**config.mk**
```make
export PLATFORM = sky130hd
export DESIGN_NAME = telemetry_deframer
export DESIGN_NICKNAME = d
export VERILOG_FILES = /design/src/rtl/telemetry_deframer.sv
export SDC_FILE = /design/constraint.sdc
export NUM_CORES = 1
export LEC_CHECK = 0
export BUFFER_PORTS_ARGS = -buffer_cell sky130_fd_sc_hd__clkbuf_2
export CORE_AREA = 2 2 166 168
export CTS_BUF_LIST = sky130_fd_sc_hd__clkbuf_4 sky130_fd_sc_hd__clkbuf_8
export DETAILED_ROUTE_END_ITERATION = 16
export DIE_AREA = 0 0 168 170
export PLACE_DENSITY = 0.54
export SYNTH_ARGS = -nofsm -noshare
export SYNTH_HDL_FRONTEND = slang
export SYNTH_SLANG_ARGS = --single-unit
```
**constraint.sdc**
```tcl
create_clock -name clk -period 7.6 [get_ports clk]
set_input_delay 0.38 -clock clk [delete_from_list [all_inputs] [get_ports clk]]
set_output_delay 0.38 -clock clk [all_outputs]
set_load 0.01 [all_outputs]
```
**src/rtl/telemetry_deframer.sv**
```systemverilog
// telemetry_deframer: hunts a sync byte and collects an 8-byte LE telemetry payload.
// Define TELEMETRY_CHECKSUM_EN to require a trailing sum-mod-256 checksum byte.
module telemetry_deframer #(
  parameter int unsigned CLK_FREQ      = 50_000_000,
  parameter int unsigned BAUD          = 9600,
  parameter logic [7:0]  SYNC_BYTE     = 8'hA5,
  parameter int unsigned TIMEOUT_BYTES = 4
) (
  input  logic        clk,
  input  logic        rst_n,
  input  logic [7:0]  rx_data,
  input  logic        rx_busy,
  output logic [15:0] cpu_freq_mhz,
  output logic [15:0] disk_speed_mbps,
  output logic [15:0] memory_usage,
  output logic [15:0] temperature_c,
  output logic        compute_enable,
  output logic        frame_error,
  output logic [15:0] frames_ok,
  output logic [7:0]  err_count,
  output logic        busy
);

  localparam logic [31:0] TMO_CYC =
    32'(TIMEOUT_BYTES * 10 * CLK_FREQ / BAUD);

`ifdef TELEMETRY_CHECKSUM_EN
  localparam int PW = 64;
  typedef enum logic [2:0] {
    IDLE, PAYLOAD, CHECK, COMMIT, ERROR
  } state_t;
`else
  localparam int PW = 56;
  typedef enum logic [2:0] {
    IDLE, PAYLOAD, COMMIT, ERROR
  } state_t;
`endif

  state_t        state_q;
  logic [2:0]    idx_q;
  logic          prev_busy_q;
  logic [31:0]   tmo_q;
  logic [PW-1:0] pay_q;
  logic [63:0]   frame_d;
  logic          strobe;
  logic          tmo_hit;
  logic          go_commit;
  logic          go_error;
`ifdef TELEMETRY_CHECKSUM_EN
  logic [7:0]    sum_q;
`endif

  assign strobe  = prev_busy_q & ~rx_busy;
  assign tmo_hit = (tmo_q + 32'd1) == TMO_CYC;
  assign busy    = (state_q != IDLE);

  // Without a checksum the last payload byte commits straight off the bus.
`ifdef TELEMETRY_CHECKSUM_EN
  assign frame_d = pay_q;
`else
  assign frame_d = {rx_data, pay_q};
`endif

  always_comb begin
    go_commit = 1'b0;
    go_error  = 1'b0;
    unique case (state_q)
      PAYLOAD: begin
        if (!strobe) begin
          go_error = tmo_hit;
        end else begin
`ifndef TELEMETRY_CHECKSUM_EN
          go_commit = (idx_q == 3'd7);
`endif
        end
      end
`ifdef TELEMETRY_CHECKSUM_EN
      CHECK: begin
        if (strobe) begin
          go_commit = (rx_data == sum_q);
          go_error  = (rx_data != sum_q);
        end else begin
          go_error  = tmo_hit;
        end
      end
`endif
      default: ;
    endcase
  end

  always_ff @(posedge clk or negedge rst_n) begin
    if (!rst_n) begin
      state_q         <= IDLE;
      idx_q           <= '0;
      prev_busy_q     <= 1'b0;
      tmo_q           <= '0;
      pay_q           <= '0;
`ifdef TELEMETRY_CHECKSUM_EN
      sum_q           <= '0;
`endif
      cpu_freq_mhz    <= '0;
      disk_speed_mbps <= '0;
      memory_usage    <= '0;
      temperature_c   <= '0;
      compute_enable  <= 1'b0;
      frame_error     <= 1'b0;
      frames_ok       <= '0;
      err_count       <= '0;
    end else begin
      prev_busy_q    <= rx_busy;
      compute_enable <= go_commit;
      frame_error    <= go_error;
      if (go_commit) begin
        cpu_freq_mhz    <= frame_d[15:0];
        disk_speed_mbps <= frame_d[31:16];
        memory_usage    <= frame_d[47:32];
        temperature_c   <= frame_d[63:48];
        frames_ok       <= frames_ok + 16'd1;
      end
      if (go_error && err_count != 8'hFF) begin
        err_count <= err_count + 8'd1;
      end
      unique case (state_q)
        IDLE: begin
          tmo_q <= '0;
          if (strobe && rx_data == SYNC_BYTE) begin
            state_q <= PAYLOAD;
            idx_q   <= '0;
`ifdef TELEMETRY_CHECKSUM_EN
            sum_q   <= '0;
`endif
          end
        end
        PAYLOAD: begin
          if (go_error) begin
            state_q <= ERROR;
            tmo_q   <= '0;
          end else if (strobe) begin
            tmo_q <= '0;
            idx_q <= idx_q + 3'd1;
            pay_q <= {rx_data, pay_q[PW-1:8]};
`ifdef TELEMETRY_CHECKSUM_EN
            sum_q <= sum_q + rx_data;
            if (idx_q == 3'd7) state_q <= CHECK;
`else
            if (go_commit) state_q <= COMMIT;
`endif
          end else begin
            tmo_q <= tmo_q + 32'd1;
          end
        end
`ifdef TELEMETRY_CHECKSUM_EN
        CHECK: begin
          if (go_commit) begin
            state_q <= COMMIT;
            tmo_q   <= '0;
          end else if (go_error) begin
            state_q <= ERROR;
            tmo_q   <= '0;
          end else begin
            tmo_q <= tmo_q + 32'd1;
          end
        end
`endif
        COMMIT: begin
          state_q <= IDLE;
          tmo_q   <= '0;
        end
        ERROR: begin
          state_q <= IDLE;
          tmo_q   <= '0;
        end
        default: state_q <= IDLE;
      endcase
    end
  end

endmodule

```
# Yosys cells after proc, flatten, opt, wreduce, memory -nomap -nowiden
# Index checks and enable logic that the tools add are counted.
[word_totals]
out_inout_bits = 91
regBits = 185
[classes]
reduce_logical = 10
mux = 16
bitwise_logic = 3
eq_ne = 12
n_addsub = 4
[op_table]
columns = ["cell", "count"]
rows = [
  ["32-bit two-way mux", 2],
  ["32-bit case mux with 2 select lines", 1],
  ["32-bit by 1-bit adder with 32-bit output (second input constant)", 1],
  ["32-bit by 18-bit equality test with 1-bit output (second input constant)", 1],
  ["3-bit two-way mux", 7],
  ["16-bit by 1-bit adder with 16-bit output (second input constant)", 1],
  ["3-bit case mux with 2 select lines", 2],
  ["8-bit by 1-bit adder with 8-bit output (second input constant)", 1],
  ["8-bit equality test (second input constant)", 1],
  ["8-bit inequality test (second input constant)", 1],
  ["3-bit by 2-bit equality test with 1-bit output (second input constant)", 2],
  ["2-bit inequality test (second input constant)", 3],
  ["3-bit inequality test (second input constant)", 2],
  ["3-bit AND reduction", 2],
  ["1-bit two-way mux", 4],
  ["4-bit AND reduction", 1],
  ["2-bit nonzero test", 2],
  ["3-bit by 1-bit adder with 3-bit output (second input constant)", 1],
  ["3-bit by 1-bit equality test with 1-bit output (second input constant)", 1],
  ["3-bit equality test (second input constant)", 1],
  ["3-bit logical NOT", 1],
  ["3-bit nonzero test", 1],
  ["3-bit OR reduction", 1],
  ["1-bit logical AND", 2],
  ["other kinds (2)", 3],
]

# Depth between registers and ports, before layout
# Gate-level depths: netlist of the first run.
[logic_depth]
word_depth = 8
ltp_mapped = 11

# Worst setup path before layout of the first run
# Ideal clock, no wire load.
[synth_path]
path_kind = "register to register"
start = "reg tmo_q[4]"
end = "reg err_count[1]"
setup_ns = 0.128
setup_slack_ns = 4.696
period_less_slack_ns = 2.904
arrival_time_ns = 2.776
path_stages_with_launch = 10
cell_sequence = "dfrtp_1 -> nand3_2 -> buf_6 -> or4_4 -> buf_6 -> or3_1 -> xor2_1 -> nor3b_1 -> nand4_4 -> mux2_1"
[synth_between]
elab_chain_len = 5
[synth_rtl]
columns = ["element", "line", "text"]
rows = [
  ["start: declaration", "42", "logic [31:0] tmo_q;"],
  ["start signal: assignment", "149", "tmo_q <= tmo_q + 32'd1;"],
  ["32-bit by 1-bit adder with 32-bit output", "54", "assign tmo_hit = (tmo_q + 32'd1) == TMO_CYC;"],
  ["32-bit by 18-bit equality test with 1-bit output", "54", ""],
  ["1-bit two-way mux", "69", "if (!strobe) begin"],
  ["1-bit two-way mux", "67", "unique case (state_q)"],
  ["1-bit logical AND", "120", "if (go_error && err_count != 8'hFF) begin"],
  ["end signal: assignment", "121", "err_count <= err_count + 8'd1;"],
  ["end: declaration", "20", "output logic [7:0] err_count,"],
]
# Every way passes these cells.
# A chain may end at the register's enable or synchronous reset.

# Worst setup path after layout of the first run
[layout_path]
start = "reg tmo_q[0]"
end = "reg tmo_q[2]"
[layout_between]
elab_chain_len = 6
[layout_rtl]
columns = ["element", "line", "text"]
rows = [
  ["32-bit by 1-bit adder with 32-bit output *", "54, 149", ""],
  ["32-bit by 18-bit equality test with 1-bit output", "54", ""],
  ["1-bit two-way mux", "69", ""],
  ["1-bit two-way mux", "67", ""],
  ["32-bit two-way mux *", "135", "if (go_error) begin"],
  ["32-bit case mux with 2 select lines *", "123", "unique case (state_q)"],
]
# Mark *: on every way between the ends. The rest lies on a longest branch, timed or not.

==> out/metrics.yaml, run 1 <==
grt_pass1_vias: 5523
avgSynthCellArea_um2: 10.52
setup_viol_count_final: 0
initial_core_util_pct: 29.72
hold_viol: 5
sw_frac_of_total_pct: 24.50
first_iter_violations: 351
combPwrFrac_pct: 2.5
wl_um: 17480
dieArea_um2: 28560
die_x_um: 168
path_clk_slew_ns: 0.10
cts-root-buf: "clkbuf_8"
period_share_pct: 42.32
synth_area_leaders: "dfrtp_1 (58%), nand2_1 (11%), mux2_2 (8.0%)"
hp-class: "in2async"
finalMaxSlewViolations: 0
p_seq_share_pct: 57.1
cts.sinks: 184
cts.path.max_buffers: 2
clk_latency_ns: 0.46
ys.flop_type: "dfrtp_1"
syn_inst: 753
async_flop_share_pct: 100.0
synth_top_area_share_pct: 58.14
grt_max_degree: 114
dp_hpwl_um: 11720
worstMarginPinSlew_ns: 0.9604
vdd_drop_max_uv: 103.8
synth.distinct_cells: 51
first_pass_iters: 4
endpoint_kind: "flop"
cts_tree: "built"
ant_nets: 0
num_vias: 5511
reg2reg_slack_ns: 4.38
vias_per_cell: 4.596
synth_seq_cells: 184
dieHeight_um: 170
port_buffers: 101
critPathCapture: "tmo_q[2]$_DFFE_PN0P_"
r2r_start: "tmo_q[0]$_DFFE_PN0P_"
drv_cap: 0
syn2layout_area_growth_pct: 16.03
yosys_warnings: 0
synth.most_common_cell: "nand2_1"
ys_seq_area_share_pct: 58.14
gp_congestion: 0.8540
critPathArrivalTime_ns: 3.58
fin_nets: 863
cts_resized: 0
p_clk_share_pct: 40.4
skew_ns: 0.01610
tns_ns: 0
diodes: 0
outcome: "finished, violations left"
antenna_found_initial: 0
worstPathRequired_ns: 7.97
crit_fanout: 12
drive_gt1_share_pct: 24.01
syn_area_um2: 7920
worst_setup_path_start_kind: "flop"
postCtsHoldBufs: 0
synth-edff-count: 0
path_class: "reg2reg"
fillerInstances: 2685
yosys-top-cells-count: "nand2_1 (227), dfrtp_1 (184), mux2_2 (56)"
synthesis.nets: 770
grt_pass1_wl_um: 29440
max-slew-margin-rel_pct: 35.97
numCtsBuffers: 17
power_mw: 1.744
holdWs_ns: -0.03227
rows: 60
pin_count: 102
startpoint: "tmo_q[0]$_DFFE_PN0P_"
p_sw_mw: 0.4273
grt_overflow: 0
post_cts_buffers: 0
rr_worst_depth: 9
r2r-end: "tmo_q[2]$_DFFE_PN0P_"
fmax_mhz: 310.9
drc: 0
avgRoutedWirePerCell_um: 14.58
grt_usage_pct: 12.90
p_leak_nw: 4.615
violations: "negative hold slack"
p_per_area_nw_per_um2: 189.8
synth_area_leader_cell: "dfrtp_1"
coreArea_um2: 26650
rsz0062_at_grt: "false"
htreeDepth: 4
min_period_ns: 3.216
internal_power_mw: 1.317
[layer usage]
metal	GRT usage [%]	up-vias	share of wire, %
met4	3.781	0	1.1
met2	20.05	104	45
met3	2.512	13	3.1
met5	0	-	0
li1	-	2679	-
met1	18.30	2715	51
[cells by family after synthesis]
logic type | synth area share (%)
AO/OA/AOI/OAI | 2.386
buffers and inverters | 2.196
adder cells (fa/ha/maj) | 0.9478
multiplexers | 8.231
AND/OR/NAND/NOR | 22.24
XOR/XNOR | 5.861
flip-flops | 58.14
[registers in the layout, summed over array words and instances, names as in the netlist]
| name | flops |
|---|---|
| pay_q | 56 |
| tmo_q | 32 |
| cpu_freq_mhz | 16 |
| disk_speed_mbps | 16 |
| frames_ok | 16 |
| memory_usage | 16 |
| temperature_c | 16 |
| err_count | 8 |
| idx_q | 3 |
| state_q | 2 |
| compute_enable | 1 |
| frame_error | 1 |
| prev_busy_q | 1 |
[worst max-delay path, stage by stage (launching register included)]
cell and delay, ns:
dfrtp_1 0.49, ha_1 0.29, nand4_1 0.18, nor4_1 0.64, nand3_1 0.20, a22oi_1 0.45
nor4_1 0.13, nand4_1 0.15, nand3_1 0.36, a21oi_1 0.24
[worst min path at each step]
stage	slack (ns)	end
floorplan	0.08	compute_enable$_DFF_PN0_
global route	0.06	tmo_q[24]$_DFFE_PN0P_
global placement	0.45	cpu_freq_mhz[3]$_DFFE_PN0P_
finish	-0.03	tmo_q[21]$_DFFE_PN0P_
detailed placement	0.45	cpu_freq_mhz[3]$_DFFE_PN0P_
CTS	0.04	tmo_q[21]$_DFFE_PN0P_
[power groups by stage]
stage	logic (mW)	registers, mW	clock network, mW
final	0.0432	0.996	0.704
after global routing	0.0506	0.998	0.772
after CTS	0.0459	0.997	0.734
after detailed placement	0.0459	1.02	0
after global placement	0.0457	1.02	0
after floorplan	0.0161	1.01	0
[area by class of cell]
class                           instances  area, um^2  area share [%]
Clock buffer                           18       247.7           2.696
Timing Repair Buffer                  105       544.3           5.922
Sequential cell                       184        4604           50.10
Clock inverter                         13       173.9           1.892
Multi-Input combinational cell        527        3152           34.30
Tap cell                              341       426.7           4.643
Inverter                               11       41.29          0.4493
[placed cells by master (no fill, tap or decap), types with 10 or more instances in the layout]
cell and n:
nand4_1 10, mux2_2 56, inv_1 10, xnor2_1 29, xor2_1 24, nand2_1 226
clkbuf_2 100, and3_1 10, nor2_1 44, dfrtp_1 184, nand3_1 26, clkbuf_8 19
[through the flow]
stage	hold slack, ns	cell area [um^2]	std cells	worst slack [ns]	utilization (%)
after global routing	0.05562	9190	1199	4.068	34.48
final	-0.03227	9190	1199	4.384	34.48
after global placement	0.4474	8768	1168	4.553	32.90
after detailed placement	0.4519	8768	1168	4.409	32.90
after CTS	0.04302	9190	1199	4.393	34.48
after floorplan	0.08441	7920	753	4.696	-
Note: power is estimated with default switching activity, not from simulation.
==> run 2, diff against run 1 <==
--- a/config.mk
+++ b/config.mk
@@ -10,7 +10,7 @@
 export CTS_BUF_LIST = sky130_fd_sc_hd__clkbuf_4 sky130_fd_sc_hd__clkbuf_8
 export DETAILED_ROUTE_END_ITERATION = 16
 export DIE_AREA = 0 0 168 170
-export PLACE_DENSITY = 0.54
+export PLACE_DENSITY = 0.56
 export SYNTH_ARGS = -nofsm -noshare
 export SYNTH_HDL_FRONTEND = slang
 export SYNTH_SLANG_ARGS = --single-unit
==> constraint.sdc (replaced) <==
create_clock -name clk -period 2.6 [get_ports clk]
set_input_delay 0.13 -clock clk [delete_from_list [all_inputs] [get_ports clk]]
set_output_delay 0.13 -clock clk [all_outputs]
set_load 0.01 [all_outputs]
==> run 2 against run 1 <==
Against the previous run: the run ends with negative setup slack left; hold slack better by 0.23 ns; critical endpoint is now err_count[1]$_DFFE_PN0P_; clock skew up 0.00088 ns; cell area up 9.6%; sequential power rose to 2.9 times the previous value; routed wire length up 5.8%; maximum frequency up 22%; critical path depth up 1.
==> out/metrics.yaml, run 2 (same netlist as run 1, synthesis figures left out) <==
outcome: "finished, violations left"
violations: "negative setup slack"
gp_congestion: 0.8438
r2r_start: "tmo_q[12]$_DFFE_PN0P_"
drc: 0
fmax_mhz: 380.9
dp.cells: 1218
fin_nets: 936
num_vias: 5873
setup_viol_count_final: 1
combPwrFrac_pct: 2.9
period_share_pct: 101.0
fin_util_pct: 37.79
top_register: "pay_q"
hp-class: "in2async"
stdcell_count: 1273
r2r-end: "err_count[1]$_DFFE_PN0P_"
dieArea_um2: 28560
pin_count: 102
internal_power_mw: 3.999
htreeDepth: 4
coreArea_um2: 26650
placed_area_um2: 9214
p_seq_share_pct: 55.3
antenna_found_initial: 0
worstMarginPinSlew_ns: 0.7747
syn2layout_area_growth_pct: 27.17
p_leak_nw: 5.084
p_per_area_nw_per_um2: 522.7
layout_common_cells: "nand2_1 (224), dfrtp_1 (182), clkbuf_2 (100)"
grt_usage_pct: 13.25
first_pass_iters: 4
crit_fanout: 8
grt_pass1_vias: 5753
reg.largest.list: "pay_q x56, tmo_q x32"
reg2reg_slack_ns: -0.03
rows: 60
critPathArrivalTime_ns: 2.97
grt_max_degree: 68
numCtsBuffers: 17
sw_frac_of_total_pct: 24.03
port_buffers: 101
rsz0062_at_grt: "true"
vias_per_cell: 4.614
cts_tree: "built"
fillerInstances: 2687
grt_pass1_wl_um: 30500
path_class: "reg2reg"
avgRoutedWirePerCell_um: 14.53
hold_viol: 0
cts.path.max_buffers: 2
largest_reg_flops: 56
dp_hpwl_um: 12280
skew_ns: 0.01698
fin_ws_ns: -0.02544
diodes: 0
p_clk_share_pct: 41.8
die_x_um: 168
drive_gt1_share_pct: 32.62
max-slew-margin-rel_pct: 48.35
clk_latency_ns: 0.46
wl_um: 18500
min_period_ns: 2.625
p_sw_mw: 1.265
cts-root-buf: "clkbuf_8"
vdd_drop_max_uv: 263.8
endpoint_kind: "flop"
initial_core_util_pct: 29.72
worstPathRequired_ns: 2.95
ant_nets: 0
final_cell_area_um2: 10070
layout_commonest_cell: "nand2_1"
worst_setup_path_start_kind: "flop"
drv_cap: 0
grt_overflow: 0
dieHeight_um: 170
rr_worst_depth: 10
cts.sinks: 184
tns_ns: -0.02544
finalMaxSlewViolations: 0
path_clk_slew_ns: 0.10
first_iter_violations: 350
==> run 2: metal layers <==
metal  vias up  global-route usage [%]  part of all wire, %
met1      2911                   18.76                   49
met5         -                       0                    0
met3        17                   2.605                  3.6
met2       115                   20.39                   46
met4         0                   4.310                  1.3
li1       2830                       -                    -
==> run 2: worst max path at each step <==
| stage | endpoint | cells after the start | from | slack (ns) |
|---|---|---|---|---|
| 6_report | err_count[1]$_DFFE_PN0P_ | 10 | tmo_q[12]$_DFFE_PN0P_ | -0.03 |
| 4_1_cts | err_count[1]$_DFFE_PN0P_ | 8 | tmo_q[3]$_DFFE_PN0P_ | 0.003 |
| 3_3_place_gp | err_count[1]$_DFFE_PN0P_ | 8 | tmo_q[1]$_DFFE_PN0P_ | 0.06 |
| 3_5_place_dp | err_count[1]$_DFFE_PN0P_ | 7 | tmo_q[3]$_DFFE_PN0P_ | -0.07 |
| 2_1_floorplan | err_count[1]$_DFFE_PN0P_ | 9 | tmo_q[4]$_DFFE_PN0P_ | -0.04 |
| 5_1_grt | err_count[1]$_DFFE_PN0P_ | 10 | tmo_q[13]$_DFFE_PN0P_ | -0.12 |
==> run 2: critical path: stages, from the launching register on <==
cell and delay, ns:
dfrtp_1 0.37, nand4_1 0.11, buf_4 0.18, buf_4 0.15
or3_4 0.35, nor3_2 0.21, a22oi_1 0.11, buf_4 0.18
nor4_4 0.29, nand4_4 0.23, mux2_4 0.34
==> run 2: per-stage QoR <==
stage          setup slack, ns  total power, mW  hold WS, ns
2_1_floorplan         -0.04115            3.008      -0.1656
3_3_place_gp           0.05714            3.110       0.1617
3_5_place_dp          -0.06977            3.113       0.1608
4_1_cts               0.003340            5.348       0.2020
5_1_grt                -0.1177            5.485       0.2083
6_report              -0.02544            5.265       0.1954
==> run 2: timing repair <==
| item | CTS | global route |
|---|---|---|
| endpoints found under the hold margin | 76 | 0 |
| setup endpoints to repair | 11 | 21 |
| cloned | 1 | 1 |
| buffers inserted | 3 | 8 |
| pin swaps | 4 | 7 |
| resized for setup | 10 | 34 |
| hold buffers | 10 | 0 |
==> run 2: cell type report <==
| cell class | instances | area (um^2) | share of cell area, % |
|---|---|---|---|
| Multi-Input combinational cell | 528 | 3387 | 33.63 |
| Tap cell | 341 | 426.7 | 4.236 |
| Timing Repair Buffer | 177 | 1150 | 11.42 |
| Clock buffer | 19 | 261.5 | 2.596 |
| Sequential cell | 184 | 4607 | 45.74 |
| Clock inverter | 13 | 198.9 | 1.975 |
| Inverter | 11 | 41.29 | 0.4099 |
==> run 2: power groups by stage <==
stage / registers (mW) / clock network [mW] / logic, mW
detailed placement: 2.97 / 0 / 0.145
floorplan: 2.96 / 0 / 0.0476
CTS: 2.91 / 2.28 / 0.157
global placement: 2.97 / 0 / 0.143
global route: 2.92 / 2.39 / 0.176
finish: 2.91 / 2.20 / 0.154
==> run 3, diff against run 2 <==
--- a/config.mk
+++ b/config.mk
@@ -5,12 +5,14 @@
 export SDC_FILE = /design/constraint.sdc
 export NUM_CORES = 1
 export LEC_CHECK = 0
-export BUFFER_PORTS_ARGS = -buffer_cell sky130_fd_sc_hd__clkbuf_2
+export BUFFER_PORTS_ARGS = -buffer_cell sky130_fd_sc_hd__buf_2
 export CORE_AREA = 2 2 166 168
 export CTS_BUF_LIST = sky130_fd_sc_hd__clkbuf_4 sky130_fd_sc_hd__clkbuf_8
 export DETAILED_ROUTE_END_ITERATION = 16
 export DIE_AREA = 0 0 168 170
 export PLACE_DENSITY = 0.56
+export SLEW_MARGIN = 20
 export SYNTH_ARGS = -nofsm -noshare
 export SYNTH_HDL_FRONTEND = slang
 export SYNTH_SLANG_ARGS = --single-unit
+export TNS_END_PERCENT = 10
==> run 3 against run 2 <==
Against the previous run: the run now ends clean; sequential share of layout area up 0.60 points; flip-flop and latch count unchanged; routed wire length down 2.5%; highest routed layer unchanged; largest cell class unchanged; critical path depth unchanged; clock power down 8%; critical path type unchanged.
==> out/metrics.yaml, run 3 (same netlist as run 1, synthesis figures left out) <==
outcome: "finished clean"
path_buf_inv: 2
path_class: "reg2reg"
largest_reg_flops: 56
vdd_drop_max_uv: 265.0
die_x_um: 168
finalMaxSlewViolations: 0
htreeDepth: 4
top_register: "pay_q"
setup_viol_count_final: 0
fin_nets: 935
p_sw_mw: 1.381
numCtsBuffers: 17
path_clk_slew_ns: 0.12
fmax_mhz: 385.9
stdcell_count: 1272
num_vias: 5768
worst_setup_path_start_kind: "flop"
critPathTopFamily: "simple AND/OR/NAND/NOR gates"
antenna_found_initial: 0
layout_commonest_cell: "nand2_1"
clk_latency_ns: 0.46
rows: 60
drive_gt1_share_pct: 31.15
coreArea_um2: 26650
hp-class: "in2async"
syn2layout_area_growth_pct: 25.45
grt_usage_pct: 13.21
cts.sinks: 184
vias_per_cell: 4.535
p_clk_share_pct: 39.7
skew_ns: 0.02111
dp.cells: 1223
critical-path-slowest-cell: "or4_4"
gp_congestion: 0.8428
reg.largest.list: "pay_q x56, tmo_q x32"
period_share_pct: 99.67
min_period_ns: 2.591
p_seq_share_pct: 57.2
pin_count: 102
tns_ns: 0
first_pass_iters: 4
p_per_area_nw_per_um2: 512.3
fin_util_pct: 37.28
first_iter_violations: 338
cts-root-buf: "clkbuf_8"
combPwrFrac_pct: 3.1
initial_core_util_pct: 29.72
cts_tree: "built"
grt_max_degree: 72
p_leak_nw: 5.109
ant_nets: 0
cts.path.max_buffers: 2
r2r_start: "tmo_q[5]$_DFFE_PN0P_"
crit_fanout: 12
final_cell_area_um2: 9936
critPathArrivalTime_ns: 2.97
max-slew-margin-rel_pct: 47.98
wl_um: 18030
internal_power_mw: 3.709
grt_pass1_wl_um: 30450
dp_hpwl_um: 12280
port_buffers: 101
grt_pass1_vias: 5878
grt_overflow: 0
power_mw: 5.090
worstMarginPinSlew_ns: 0.7803
diodes: 0
drc: 0
worstPathRequired_ns: 2.98
placed_area_um2: 9264
startpoint: "tmo_q[5]$_DFFE_PN0P_"
slowest_delay_ns: 0.62
hold_viol: 0
drv_cap: 0
avgRoutedWirePerCell_um: 14.18
dieHeight_um: 170
dieArea_um2: 28560
rsz0062_at_grt: "true"
sw_frac_of_total_pct: 27.13
endpoint_kind: "flop"
cp_cell_sequence: "nand2_1 > or4_4 > o41a_1 > a31oi_4 > buf_6 > nor3b_2 > nand4_1 > nand3_2 > buf_12 > a21oi_1"
layout_common_cells: "nand2_1 (226), dfrtp_1 (184), buf_2 (100)"
## run 3: cell types whose count changed in the layout (fill, tap and decap cells not counted), sizes merged
cell    before  now
buf         66  166
clkinv       3    8
or4          4    3
bufinv       3    0
clkbuf     120   18
## run 3: per-layer routing
metal / part of all wire [%] / track usage, % / vias up
met5: 0 / 0 / -
met4: 1.3 / 4.423 / 0
met1: 50 / 18.50 / 2831
met3: 2.9 / 2.419 / 16
met2: 45 / 20.68 / 97
li1: - / - / 2824
## run 3: timing repair
item / 4_1_cts / 5_1_grt
endpoints found under the hold margin: 83 / 0
hold buffers: 10 / 0
pin swaps: 2 / 7
resized for setup: 6 / 12
setup buffers: 3 / 4
setup endpoints to repair: 15 / 20
## run 3: power by group through the flow
stage / Combinational [mW] / Sequential (mW) / Clock, mW
after global routing: 0.179 / 2.92 / 2.22
after CTS: 0.163 / 2.91 / 2.11
after global placement: 0.147 / 2.97 / 0
after floorplan: 0.0476 / 2.96 / 0
after detailed placement: 0.151 / 2.97 / 0
final: 0.156 / 2.91 / 2.02
## run 3: per-stage QoR
stage	worst slack [ns]	hold WS (ns)
2_1_floorplan	-0.04253	-0.1656
6_report	0.008544	0.1949
4_1_cts	-0.007928	0.2098
3_3_place_gp	0.03102	0.1843
5_1_grt	-0.1529	0.2370
3_5_place_dp	-0.03927	0.1862
## run 3: path summary, 6_finish.rpt
kind                                           endpoint  slack [ns]  cells after the start
min reg2reg                      state_q[0]$_DFFE_PN0P_        0.47                      1
min                               tmo_q[29]$_DFFE_PN0P_        0.19                      2
max reg2reg                        tmo_q[2]$_DFFE_PN0P_       0.009                     10
max in group asynchronous  memory_usage[11]$_DFFE_PN0P_        1.62                      3
min in group clk                  prev_busy_q$_DFF_PN0_        0.34                      2
max                                tmo_q[2]$_DFFE_PN0P_       0.009                     10
## run 3: cell type report
class,count,area [um^2]
fillers,2687,16710
flip-flops and latches,184,4604
multi-input cells,527,3284
repair buffers,177,1151
well taps,341,426.7
clock buffers,17,234.0
clock inverters,15,193.9
inverters,11,41.29
